$ cat src/rtl/sysid_pkg.sv
// Shared constants for the system-identification register block:
// word addresses, CTRL bit positions and the default version word.
package sysid_pkg;

    typedef enum logic [2:0] {
        ADDR_ID             = 3'd0,
        ADDR_TIMESTAMP      = 3'd1,
        ADDR_VERSION        = 3'd2,
        ADDR_SCRATCH        = 3'd3,
        ADDR_UPTIME_LO      = 3'd4,
        ADDR_UPTIME_HI_SNAP = 3'd5,
        ADDR_CTRL           = 3'd6,
        ADDR_RSVD           = 3'd7
    } reg_addr_e;

    localparam int CTRL_EN_BIT  = 0;
    localparam int CTRL_CLR_BIT = 1;

    localparam logic [31:0] DEFAULT_VERSION = 32'h0001_0000;

endpackage

$ cat src/rtl/sysid_rd_pipe.sv
// Read response path: a capture register loaded by an accepted read, followed
// by DEPTH extra valid/data delay stages. Data only moves alongside its valid.
module sysid_rd_pipe #(
    parameter int DATA_W = 32,
    parameter int DEPTH  = 0
) (
    input  logic              clock,
    input  logic              reset_n,
    input  logic              valid_in,
    input  logic [DATA_W-1:0] data_in,
    output logic              valid_out,
    output logic [DATA_W-1:0] data_out
);

    logic              valid_reg [0:DEPTH];
    logic [DATA_W-1:0] data_reg  [0:DEPTH];

    always_ff @(posedge clock or negedge reset_n) begin
        if (!reset_n) begin
            valid_reg[0] <= 1'b0;
            data_reg[0]  <= '0;
        end else begin
            valid_reg[0] <= valid_in;
            if (valid_in) begin
                data_reg[0] <= data_in;
            end
        end
    end

    // Holding data when no valid moves keeps the final output stable between responses.
    generate
        for (genvar gi = 1; gi <= DEPTH; gi++) begin : g_stage
            always_ff @(posedge clock or negedge reset_n) begin
                if (!reset_n) begin
                    valid_reg[gi] <= 1'b0;
                    data_reg[gi]  <= '0;
                end else begin
                    valid_reg[gi] <= valid_reg[gi-1];
                    if (valid_reg[gi-1]) begin
                        data_reg[gi] <= data_reg[gi-1];
                    end
                end
            end
        end
    endgenerate

    assign valid_out = valid_reg[DEPTH];
    assign data_out  = data_reg[DEPTH];

endmodule

$ cat src/rtl/sysid_regs_mm.sv
// Avalon-MM system-ID slave: read-only build words, scratch register and a
// free-running uptime counter whose high half is snapshotted by each low-word read.
module sysid_regs_mm
    import sysid_pkg::*;
#(
    parameter int unsigned SYSTEM_ID    = 28,
    parameter int unsigned TIMESTAMP    = 1718117590,
    parameter logic [31:0] VERSION      = DEFAULT_VERSION,
    parameter int          DATA_W       = 32,
    parameter int          CNT_W        = 64,
    parameter int          READ_LATENCY = 1
) (
    input  logic              clock,
    input  logic              reset_n,
    input  logic [2:0]        address,
    input  logic              read,
    input  logic              write,
    input  logic [DATA_W-1:0] writedata,
    output logic [DATA_W-1:0] readdata,
    output logic              readdatavalid
);

    localparam int HI_W = CNT_W - DATA_W;

    localparam logic [DATA_W-1:0] ID_WORD        = DATA_W'(SYSTEM_ID);
    localparam logic [DATA_W-1:0] TIMESTAMP_WORD = DATA_W'(TIMESTAMP);
    localparam logic [DATA_W-1:0] VERSION_WORD   = DATA_W'(VERSION);

    logic [DATA_W-1:0] scratch_reg;
    logic              en_reg;
    logic [CNT_W-1:0]  counter_reg;
    logic [DATA_W-1:0] snap_reg;

    logic              wr_accept;
    logic              scratch_we;
    logic              ctrl_we;
    logic              clr;
    logic              snap_load;
    logic [DATA_W-1:0] hi_ext;
    logic [DATA_W-1:0] rd_mux;

    // A read in the same cycle as a write wins; the write is dropped.
    assign wr_accept  = write && !read;
    assign scratch_we = wr_accept && (address == ADDR_SCRATCH);
    assign ctrl_we    = wr_accept && (address == ADDR_CTRL);
    assign clr        = ctrl_we && writedata[CTRL_CLR_BIT];
    assign snap_load  = read && (address == ADDR_UPTIME_LO);

    always_comb begin
        hi_ext = '0;
        hi_ext[HI_W-1:0] = counter_reg[CNT_W-1:DATA_W];
    end

    always_ff @(posedge clock or negedge reset_n) begin
        if (!reset_n) begin
            scratch_reg <= '0;
            en_reg      <= 1'b1;
            counter_reg <= '0;
            snap_reg    <= '0;
        end else begin
            if (scratch_we) begin
                scratch_reg <= writedata;
            end
            if (ctrl_we) begin
                en_reg <= writedata[CTRL_EN_BIT];
            end
            // CLR overrides counting regardless of EN; a new EN applies from the next edge.
            if (clr) begin
                counter_reg <= '0;
            end else if (en_reg) begin
                counter_reg <= counter_reg + CNT_W'(1);
            end
            if (snap_load) begin
                snap_reg <= hi_ext;
            end
        end
    end

    always_comb begin
        rd_mux = '0;
        case (reg_addr_e'(address))
            ADDR_ID:             rd_mux = ID_WORD;
            ADDR_TIMESTAMP:      rd_mux = TIMESTAMP_WORD;
            ADDR_VERSION:        rd_mux = VERSION_WORD;
            ADDR_SCRATCH:        rd_mux = scratch_reg;
            ADDR_UPTIME_LO:      rd_mux = counter_reg[DATA_W-1:0];
            ADDR_UPTIME_HI_SNAP: rd_mux = snap_reg;
            ADDR_CTRL:           rd_mux[CTRL_EN_BIT] = en_reg;
            default:             rd_mux = '0;
        endcase
    end

    sysid_rd_pipe #(
        .DATA_W (DATA_W),
        .DEPTH  (READ_LATENCY - 1)
    ) u_rd_pipe (
        .clock     (clock),
        .reset_n   (reset_n),
        .valid_in  (read),
        .data_in   (rd_mux),
        .valid_out (readdatavalid),
        .data_out  (readdata)
    );

endmodule

$ cat config.mk
export PLATFORM = sky130hd
export DESIGN_NAME = sysid_regs_mm
export DESIGN_NICKNAME = d
export VERILOG_FILES = /design/src/rtl/sysid_pkg.sv /design/src/rtl/sysid_rd_pipe.sv /design/src/rtl/sysid_regs_mm.sv
export SDC_FILE = /design/constraint.sdc
export NUM_CORES = 1
export LEC_CHECK = 0
export BUFFER_PORTS_ARGS = -buffer_cell sky130_fd_sc_hd__buf_2
export CAP_MARGIN = 20
export CORE_MARGIN = 2
export CORE_UTILIZATION = 52
export DETAILED_ROUTE_END_ITERATION = 7
export GPL_ROUTABILITY_DRIVEN = 0
export GPL_TIMING_DRIVEN = 0
export MAX_ROUTING_LAYER = met4
export PLACE_DENSITY = 0.78
export RECOVER_POWER = 100
export SLEW_MARGIN = 20
export SYNTH_ARGS = -nofsm -noshare
export SYNTH_HDL_FRONTEND = slang
export SYNTH_HIERARCHICAL = 1
export SYNTH_SLANG_ARGS = --single-unit
export TNS_END_PERCENT = 10
$ cat constraint.sdc
create_clock -name clock -period 3 [get_ports clock]
set_clock_uncertainty 0.1 [all_clocks]
set_input_delay 0.15 -clock clock [delete_from_list [all_inputs] [get_ports clock]]
set_output_delay 0.15 -clock clock [all_outputs]
set_load 0.02 [all_outputs]
# After elaboration in Yosys (flattened, before gate mapping)
# Index checks and enable logic that the tools add are counted.
dict set report totals {
  regBits 162
  latch_bits 0
  mem_bits_rw 0
  romBits 0
  inputBits 39
  out_inout_bits 33
  word_cells 25
  mem_count 0
}
dict set report classes {
  n_addsub 1
  multipliers 0
  div_mod_pow 0
  magnitude_cmp 0
  eq_ne 6
  n_shift 0
  n_mux 4
  bitwise 0
  reduce_logical 8
}
# cell count
set op_table {}
lappend op_table {{$pmux 31 s6} 1}
lappend op_table {{$mux 64} 2}
lappend op_table {{$add 64x1->64 const B} 1}
lappend op_table {{$eq 3x3->1 const B} 3}
lappend op_table {{$eq 3x2->1 const B} 2}
lappend op_table {{$logic_and 1x1->1} 5}
lappend op_table {{$pmux 1 s4} 1}
lappend op_table {{$eq 3x1->1 const B} 1}
lappend op_table {{$logic_not 3->1} 1}
lappend op_table {{$reduce_bool 2->1} 1}
lappend op_table {{$logic_not 1->1} 1}

# Longest topological paths before layout
# Gate-level depths: netlist of the first run.
dict set report depth {
  depth_word 5
  ltp_mapped 7
  ltp_nobuf 6
}

# Cells and area by module
# Netlist of the first run, hierarchy kept.
# module instances cells_each area_per_inst_um2
set modules_own_cells {}
lappend modules_own_cells {sysid_regs_mm 1 681 6635.1}
lappend modules_own_cells {sysid_rd_pipe 1 69 1370.1}

# Worst setup path before layout of the first run
# OpenSTA, ideal clock, no wires.
dict set report synth_path {
  kind {register to register}
  from {register counter_reg[22]}
  to {register counter_reg[59]}
  arrival_time_ps 1991
  required_ps 2822
  slack_ps 831
  stages_incl_launch_ff 7
  n_path_buf 1
  period_less_slack_ps 2169
  cell_sequence {dfrtp_1 > clkbuf_1 > nand4_1 > nor4_4 > o2111ai_2 > or4_1 > a21oi_1}
}
dict set report synth_via {
  elab_chain_len 3
}
# element line_no
set synth_lines {}
lappend synth_lines {{from (decl)} sysid_regs_mm.sv:31} ;# logic [CNT_W-1:0] counter_reg;
lappend synth_lines {{from (signal assigned)} sysid_regs_mm.sv:71} ;# counter_reg <= counter_reg + CNT_W'(1);
lappend synth_lines {{$add 64x1->64} sysid_regs_mm.sv:71}
lappend synth_lines {{$mux 64} sysid_regs_mm.sv:70} ;# end else if (en_reg) begin
lappend synth_lines {{$mux 64} sysid_regs_mm.sv:68} ;# if (clr) begin
# No other way between the ends. The select of a mux whose other input is x is not followed.
# A chain may end at the register's enable or synchronous reset.

# Final worst setup path of the first run
dict set report layout_path {
  from {register counter_reg[11]}
  to {register counter_reg[45]}
}
# Same word-level chain as after synthesis.

==> impl_metrics.yaml, run 1 <==
run_status:
  status: "finished with violations"
  violations: "capacitance limit, slew limit"
routing:
  wirelength_mm: 21.77
  wl_met3_mm: 1.303
  top_layer_used: "met4"
  ant_nets: 0
  wl_met1_mm: 9.144
  drtIter0Drc: 622
  drtPass1Iterations: 6
  dr_total_vias: 6514
  met2WireLength_mm: 10.35
  routedWlPerCell_um: 20.25
  vias_per_cell: 6.060
  drc: 0
worst_setup_path:
  worstPathArrival_ns: 3.09
  reg2reg_slack_ns: 0.16
  crit_family: "simple AND/OR/NAND/NOR gates"
  r2r_end: "counter_reg[45]"
  cp_max_fo: 7
  worst-setup-path-type: "reg -> reg"
  path_cells: "buf_2, nand4_1, nor4_2, o2111ai_1, or3_1, a21oi_1"
  worstSetupStartpointType: "flip-flop"
  slowest_delay_ns: 0.82
  reg2regPathDepth: 6
  rr_startpoint: "counter_reg[11]"
  crit_path_top_delay_cell: "nor4_2"
  critPathRequiredTime_ns: 3.26
  worstSetupEndpointType: "flip-flop"
  path_buf_inv: 1
clock_tree:
  cts-root-buf: "clkbuf_16"
  cts-htree-levels: 4
  tritoncts: "built"
  post_cts_buffers: 0
  numClockSinks: 162
  clk_latency_ns: 0.44
  cts-buffers-inserted: 17
  clkTransAtPathRegs_ns: 0.06
  cts_buffer_depth: 2
synthesis:
  yosys_most_used_dff: "dfrtp_1"
  yosys.area.top_type_share: 0.5033
  synth_cells: 750
  yosys.area.top_type: "dfrtp_1"
  synth.yosys.seq_area_share: 0.5066
  async_flop_share: 1.000
  synth-edff-count: 0
  yosys-top-cells-area: "dfrtp_1, mux2_2, mux2_4"
  yosysMostFrequentCell: "dfrtp_1"
  ys.warnings.count: 6
  synthesis.area_per_instance_um2: 10.67
  ys_ff_latch: 162
  synth.cells.most_frequent: "dfrtp_1, nand2_1, o21ai_0, mux2_2, nor2_1"
  synth_nets: 790
  synth.distinct_cells: 46
  synth_area_mm2: 0.008005
placed_design:
  place.port_buffers: 70
  pre_cts_slack_ns: 0.1852
  dp_hpwl_mm: 14.86
sta:
  min_period_ns: 2.837
  post-route-period-util: 0.9457
  hold_viol_final: 0
  rsz0062_at_grt: "false"
  setup_tns_ns: 0
  report.final.slew_viol_count: 77
  relSlewSlack: -0.2718
  finalSetupViolations: 0
  fmax_mhz: 352.5
  worst_pin_slew_ns: 1.908
  timing.hold.ws_ns: 0.1327
  setup_ws_ns: 0.1628
global_routing:
  grt_max_degree: 88
  grt_usage: 0.2839
  antenna_found_initial: 0
  grt_pass1_vias: 6435
  grt_pass1_wl_mm: 34.55
  grt.overflow.total: 0
floorplan:
  die-height_um: 128.1
  fp.dieW_um: 128.1
  floorplan.core_area_mm2: 0.01515
  start_util: 0.5285
  fp-row-count: 45
  ios: 72
  dieArea_mm2: 0.01640
final_layout:
  final_core_util: 0.6239
  largest_reg_flops: 64
  drive_above_1_share: 0.1511
  fillers: 1155
  area_growth_pct: 18.04
  nNetsFinal: 914
  diodes: 0
min_path:
  min_path_cells: 4
  min_from: "address[0]"
  min_path_type: "in -> reg"
  holdPathEnd: "en_reg"
job:
  max_cap_viol_count: 1
power_and_ir_drop:
  finalPower_w: 0.006560
  p_leak_nw: 3.955
  ir_drop_uv: 455.1
  power.density_mw_per_mm2: 694.3
power by group:
part / internal [W] / switching, W / total, W
registers: 0.00262 / 0.000424 / 0.00304
clock network: 0.00147 / 0.000908 / 0.00238
logic: 0.000491 / 0.000647 / 0.00114
how the worst max path moves through the flow:
stage | slack, ns | from | depth (start not counted) | endpoint
floorplan | 0.83 | counter_reg[22] | 6 | counter_reg[59]
global placement | -0.72 | reset_n | 1 | snap_reg[18]
detailed placement | 0.19 | counter_reg[6] | 5 | counter_reg[40]
CTS | 0.11 | counter_reg[6] | 5 | counter_reg[40]
global route | 0.06 | counter_reg[11] | 6 | counter_reg[49]
finish | 0.16 | counter_reg[11] | 6 | counter_reg[45]
worst register-to-register path: stages (launching register included):
cell	delay (ns)
dfrtp_1	0.32
buf_2	0.17
nand4_1	0.27
nor4_2	0.83
o2111ai_1	0.46
or3_1	0.47
a21oi_1	0.14
cell families (layout without fill, tap and decap cells):
group / Yosys count / in the layout / share of synthesized area
and+or+nand+nor: 256 / 256 / 0.1704
DFF: 162 / 162 / 0.5066
AOI/OAI and AO/OA: 136 / 136 / 0.1008
muxes: 95 / 95 / 0.1450
buffers and inverters: 66 / 203 / 0.03845
xor gates and xnor gates: 34 / 34 / 0.03720
adders and majority gates: 1 / 1 / 0.001563
metal layers:
layer	global-route usage	vias up
met4	0.1461	0
met5	-	-
met1	0.3539	3261
met3	0.05927	62
met2	0.4407	249
li1	-	2942
metrics by stage:
| stage | area (µm²) | std cells |
|---|---|---|
| final | 9449 | 1075 |
| after global placement | 8591 | 1008 |
| after detailed placement | 8628 | 1009 |
| after floorplan | 8005 | 750 |
| after global routing | 9449 | 1075 |
| after CTS | 9609 | 1075 |
area by class of cell:
class                      count  area (µm²)  area share
sequential                   162        4055      0.4292
multi-input combinational    522        3555      0.3762
timing repair buffer         105       656.9     0.06952
clock buffer                  18       429.2     0.04542
tap                          188       235.2     0.02489
clock inverter                14       211.5     0.02238
buffer                        40       209.0     0.02211
inverter                      26       97.59     0.01033
repair_timing:
action / CTS / global route
setup endpoints to repair: 0 / 3
hold endpoints to repair: 109 / 0
hold buffers: 34 / 0
resized for setup: 0 / 1
layout by cell type (no fill, tap or decap), types with 28 or more instances in the layout:
master	n
a21oi_1	32
buf_2	35
clkbuf_1	71
dfrtp_1	161
dlygate4sd3_1	34
mux2_1	28
mux2_2	47
nand2_1	68
nand3_1	29
nor2_1	44
o21ai_0	58
No activity file was read; power rests on OpenSTA's default activity.
==> run 2, diff against run 1 <==
- ABC_AREA: unset -> 1
- TNS_END_PERCENT: 10 -> unset
==> impl_metrics.yaml, run 2 <==
run_status:
  status: "finished with violations"
  violations: "capacitance limit, slew limit"
floorplan:
  ios: 72
  fp-row-count: 46
  floorplan.core_area_mm2: 0.01594
  dieArea_mm2: 0.01739
  start_util: 0.5334
  fp.dieW_um: 131.9
  die-height_um: 131.9
global_routing:
  grt_pass1_wl_mm: 39.36
  grt_max_degree: 101
  grt.overflow.total: 0
  grt_usage: 0.3012
  grt_pass1_vias: 7632
  antenna_found_initial: 0
final_layout:
  fin_area_mm2: 0.009937
  largest_reg_flops: 64
  fin_cells: 1441
  area_growth_pct: 16.85
  final_core_util: 0.6233
  final_cell_mix: "nand2_1, nor2_1, dfrtp_1"
  drive_above_1_share: 0.1322
  diodes: 0
  fillers: 1378
  final_common_cell: "nand2_1"
  nNetsFinal: 1253
sta:
  post-route-period-util: 0.8030
  setup_tns_ns: 0
  rsz0062_at_grt: "false"
  hold_viol_final: 0
  report.final.slew_viol_count: 63
  min_period_ns: 2.409
  fmax_mhz: 415.1
  relSlewSlack: -0.04172
  finalSetupViolations: 0
  setup_ws_ns: 0.5909
  worst_pin_slew_ns: 1.563
synthesis:
  yosysMostFrequentCell: "nand2_1"
  yosys-top-cells-area: "dfrtp_1, nand2_1, nor2_1"
  yosys.area.top_type: "dfrtp_1"
  async_flop_share: 1.000
  ys.warnings.count: 6
  synth_nets: 1128
  ys_ff_latch: 162
  synth-edff-count: 0
  synth.cells.most_frequent: "nand2_1, dfrtp_1, nor2_1, inv_1, o21ai_0"
  synthesis.area_per_instance_um2: 7.817
  synth_area_mm2: 0.008504
  yosys_most_used_dff: "dfrtp_1"
  synth_cells: 1088
  synth.yosys.seq_area_share: 0.4768
  yosys.area.top_type_share: 0.4737
  synth.distinct_cells: 36
power_and_ir_drop:
  p_leak_nw: 4.481
  power.density_mw_per_mm2: 552.0
  ir_drop_uv: 432.0
placed_design:
  dp.cells: 1376
  dp_hpwl_mm: 18.42
  place_area_mm2: 0.009168
  pre_cts_slack_ns: 0.9262
  place.port_buffers: 71
routing:
  drtPass1Iterations: 6
  dr_total_vias: 7892
  wirelength_mm: 24.56
  drc: 0
  routedWlPerCell_um: 17.04
  ant_nets: 0
  vias_per_cell: 5.477
  drtIter0Drc: 879
worst_setup_path:
  critPathRequiredTime_ns: 3.27
  path_buf_inv: 1
  cp_max_fo: 10
  slowest_delay_ns: 0.59
  worstSetupEndpointType: "flip-flop"
  path_cells: "buf_4, nand2_1, nor2_4, nand2_1, nor3_1, nand2_1, nand2_1, nand2_1, nor2_1"
  worstPathArrival_ns: 2.68
  crit_family: "simple AND/OR/NAND/NOR gates"
  critPathMostFrequentCell: "nand2_1"
  crit_path_top_delay_cell: "nor3_1"
  worstSetupStartpointType: "flip-flop"
  worst-setup-path-type: "reg -> reg"
clock_tree:
  cts-buffers-inserted: 17
  clkTransAtPathRegs_ns: 0.06
  postCtsResizedCells: 0
  clk_latency_ns: 0.44
  tritoncts: "built"
  post_cts_buffers: 0
  cts_buffer_depth: 2
  cts-htree-levels: 4
  cts-root-buf: "clkbuf_16"
  numClockSinks: 162
min_path:
  min_path_type: "in -> reg"
job:
  max_cap_viol_count: 1
## run 2: cell count changes in the layout (fill, tap and decap cells not counted), sizes merged, moves of 16 or more
cell / before / now
or3: 22 / 0
xor2: 25 / 1
nor2b: 18 / 0
mux2i: 17 / 0
mux2: 78 / 46
inv: 26 / 80
o211ai: 1 / 17
nor2: 44 / 182
nand2: 68 / 389
## run 2: layout make-up
class / instances / area, µm² / area share
sequential: 162 / 4055 / 0.4081
multi-input combinational: 816 / 3862 / 0.3887
timing repair buffer: 106 / 678.2 / 0.06824
clock buffer: 19 / 442.9 / 0.04457
inverter: 80 / 307.8 / 0.03097
tap: 216 / 270.3 / 0.02720
buffer: 30 / 185.2 / 0.01864
clock inverter: 12 / 135.1 / 0.01360
## run 2: timing repair
action	4_1_cts	5_1_grt
setup endpoints to repair	0	0
hold endpoints to repair	96	0
hold buffers	34	0
## run 2: logic make-up after synthesis
kind of cell	after synthesis	share of synthesized area
adder cells (fa/ha/maj)	1	0.001471
XOR/XNOR	1	0.001030
AO/OA/AOI/OAI	124	0.07974
multiplexers	46	0.06091
AND/OR/NAND/NOR	644	0.3201
buffers and inverters	110	0.05988
flip-flops	162	0.4768
## run 2: metal layers
metal	wire length [µm]	vias to the layer above	GRT usage	part of all wire
met5	0	-	-	0
met2	11190	381	0.4644	0.46
met4	1136	0	0.1479	0.046
met1	9959	3673	0.3706	0.41
li1	-	3746	-	-
met3	2274	92	0.07612	0.093
## run 2: through the flow
stage / hold WS (ns) / total power (W)
5_1_grt: 0.08262 / 0.005699
4_1_cts: 0.03004 / 0.005514
3_5_place_dp: 0.02669 / 0.003356
3_3_place_gp: 0.2594 / 0.003323
2_1_floorplan: -0.2456 / 0.003066
6_report: 0.05616 / 0.005485
## run 2: tightest hold or removal path: cells and delay by family
kind | cells | cell delay, ns
AO/OA/AOI/OAI | 1 | 0.07
buffers and inverters | 1 | 0.14
AND/OR/NAND/NOR | 3 | 0.21
## run 2: final timing paths
kind	end	slack, ns	cells after the start	from
worst max-delay path	counter_reg[32]	0.59	9	en_reg
worst min-delay path	en_reg	0.06	5	address[1]
worst max register to register	counter_reg[32]	0.59	9	en_reg
worst min register to register	u_rd_pipe/data_out[26]	0.37	2	u_rd_pipe/data_out[26]
max in group asynchronous	u_rd_pipe/data_out[5]	1.05	3	reset_n
min in group asynchronous	scratch_reg[3]	0.55	2	reset_n
## run 2: power breakdown
group          internal, W  switching (W)  leakage (nW)  total [W]
registers          0.00242       0.000190          2.15    0.00261
logic             0.000283       0.000450          2.06   0.000733
clock network      0.00124       0.000900         0.271    0.00214
==> run 3, diff against run 2 <==
- PLACE_DENSITY: 0.78 -> 0.81
- clock period: 3 -> 2.2 ns (I/O delays scaled with it)
==> impl_metrics.yaml, run 3 (synthesized netlist as in run 2, its figures left out) <==
global_routing:
  grt_pass1_vias: 7786
  grt_usage: 0.3068
  grt_pass1_wl_mm: 40.28
  grt_max_degree: 95
  grt.overflow.total: 0
  antenna_found_initial: 0
power_and_ir_drop:
  power.density_mw_per_mm2: 739.9
  p_leak_nw: 4.472
  ir_drop_uv: 491.8
clock_tree:
  cts-buffers-inserted: 17
  clkTransAtPathRegs_ns: 0.06
  cts_buffer_depth: 2
  cts-htree-levels: 4
  tritoncts: "built"
  cts-root-buf: "clkbuf_16"
  clk_latency_ns: 0.44
  numClockSinks: 162
placed_design:
  place_area_mm2: 0.009168
  pre_cts_slack_ns: 0.1046
  place.port_buffers: 71
  dp_hpwl_mm: 18.40
worst_setup_path:
  cp_max_fo: 10
  worstSetupEndpointType: "flip-flop"
  critPathRequiredTime_ns: 2.47
  worst-setup-path-type: "reg -> reg"
  worstPathArrival_ns: 2.37
  worstSetupStartpointType: "flip-flop"
routing:
  routedWlPerCell_um: 17.54
  vias_per_cell: 5.619
  dr_total_vias: 8102
  drtIter0Drc: 897
  ant_nets: 0
  wirelength_mm: 25.29
  drtPass1Iterations: 6
  drc: 0
final_layout:
  fin_area_mm2: 0.009931
  final_cell_mix: "nand2_1, dfrtp_1, nor2_1"
  nNetsFinal: 1254
  final_common_cell: "nand2_1"
  diodes: 0
  largest_reg_flops: 64
  drive_above_1_share: 0.1419
  area_growth_pct: 16.77
floorplan:
  start_util: 0.5334
  fp-row-count: 46
  floorplan.core_area_mm2: 0.01594
  die-height_um: 131.9
  dieArea_mm2: 0.01739
  fp.dieW_um: 131.9
  ios: 72
run_status:
  status: "finished with violations"
  violations: "capacitance limit, slew limit"
sta:
  finalSetupViolations: 0
  report.final.slew_viol_count: 69
  min_period_ns: 2.108
  relSlewSlack: -0.07519
  rsz0062_at_grt: "false"
  fmax_mhz: 474.4
  post-route-period-util: 0.9581
  worst_pin_slew_ns: 1.613
  hold_viol_final: 0
  setup_ws_ns: 0.09229
min_path:
  min_path_type: "in -> reg"
job:
  max_cap_viol_count: 1
==> run 3: report_power, final <==
part           switching [W]  leakage, nW  internal (W)
combinational       0.000642         2.08      0.000383
sequential          0.000265         2.15       0.00330
clock                0.00119        0.244       0.00157
==> run 3: final timing paths <==
kind / end / cells past startpoint / from / slack, ns
worst min-delay path: en_reg / 4 / write / 0.06
max in group asynchronous: counter_reg[10] / 3 / reset_n / 0.33
worst max-delay path: counter_reg[32] / 9 / en_reg / 0.09
worst max register to register: counter_reg[32] / 9 / en_reg / 0.09
worst min register to register: u_rd_pipe/data_out[22] / 2 / u_rd_pipe/data_out[22] / 0.38
min in group asynchronous: snap_reg[7] / 2 / reset_n / 0.52
==> run 3: per-stage QoR <==
step | util | hold WS [ns] | instances | power (W) | setup TNS, ns
after floorplan | - | -0.2856 | 1088 | 0.004181 | 0
after detailed placement | 0.5750 | 0.007833 | 1376 | 0.004577 | 0
after global placement | 0.5727 | 0.2129 | 1375 | 0.004528 | -245.38
after CTS | 0.6308 | 0.02571 | 1442 | 0.007353 | 0
final | 0.6229 | 0.06063 | 1442 | 0.007348 | 0
after global routing | 0.6229 | 0.08345 | 1442 | 0.007619 | 0
==> run 3: per-layer routing <==
metal | vias to the layer above | track usage | part of all wire | wire (µm)
met5 | - | - | 0 | 0
met4 | 0 | 0.1679 | 0.053 | 1347
met3 | 114 | 0.05575 | 0.090 | 2271
met2 | 456 | 0.4774 | 0.46 | 11510
met1 | 3779 | 0.3808 | 0.40 | 10160
li1 | 3753 | - | - | -
==> run 3: final cells by class <==
cell class	instances	area [µm²]
multi-input cells	816	3931
plain buffers	30	142.6
inverters	80	301.5
well taps	216	270.3
repair buffers	107	690.7
clock inverters	9	85.08
clock buffers	22	454.2
fillers	1338	6012
flip-flops and latches	162	4055
==> run 3: what timing repair did <==
action                                 4_1_cts  5_1_grt
setup buffers                                0        0
setup endpoints to repair                    0        1
resized for setup                            0        1
endpoints found under the hold margin      102        0
hold buffers                                35        0
==> run 3: critical path, cell delays in order, from the launching register on <==
cell and delay [ns]:
dfstp_2 0.51, buf_4 0.18, nand2_1 0.11, nor2_4 0.21, nand2_4 0.11, nor3_2 0.39
nand2_1 0.20, nand2_1 0.10, nand2_1 0.05, nor2_1 0.09
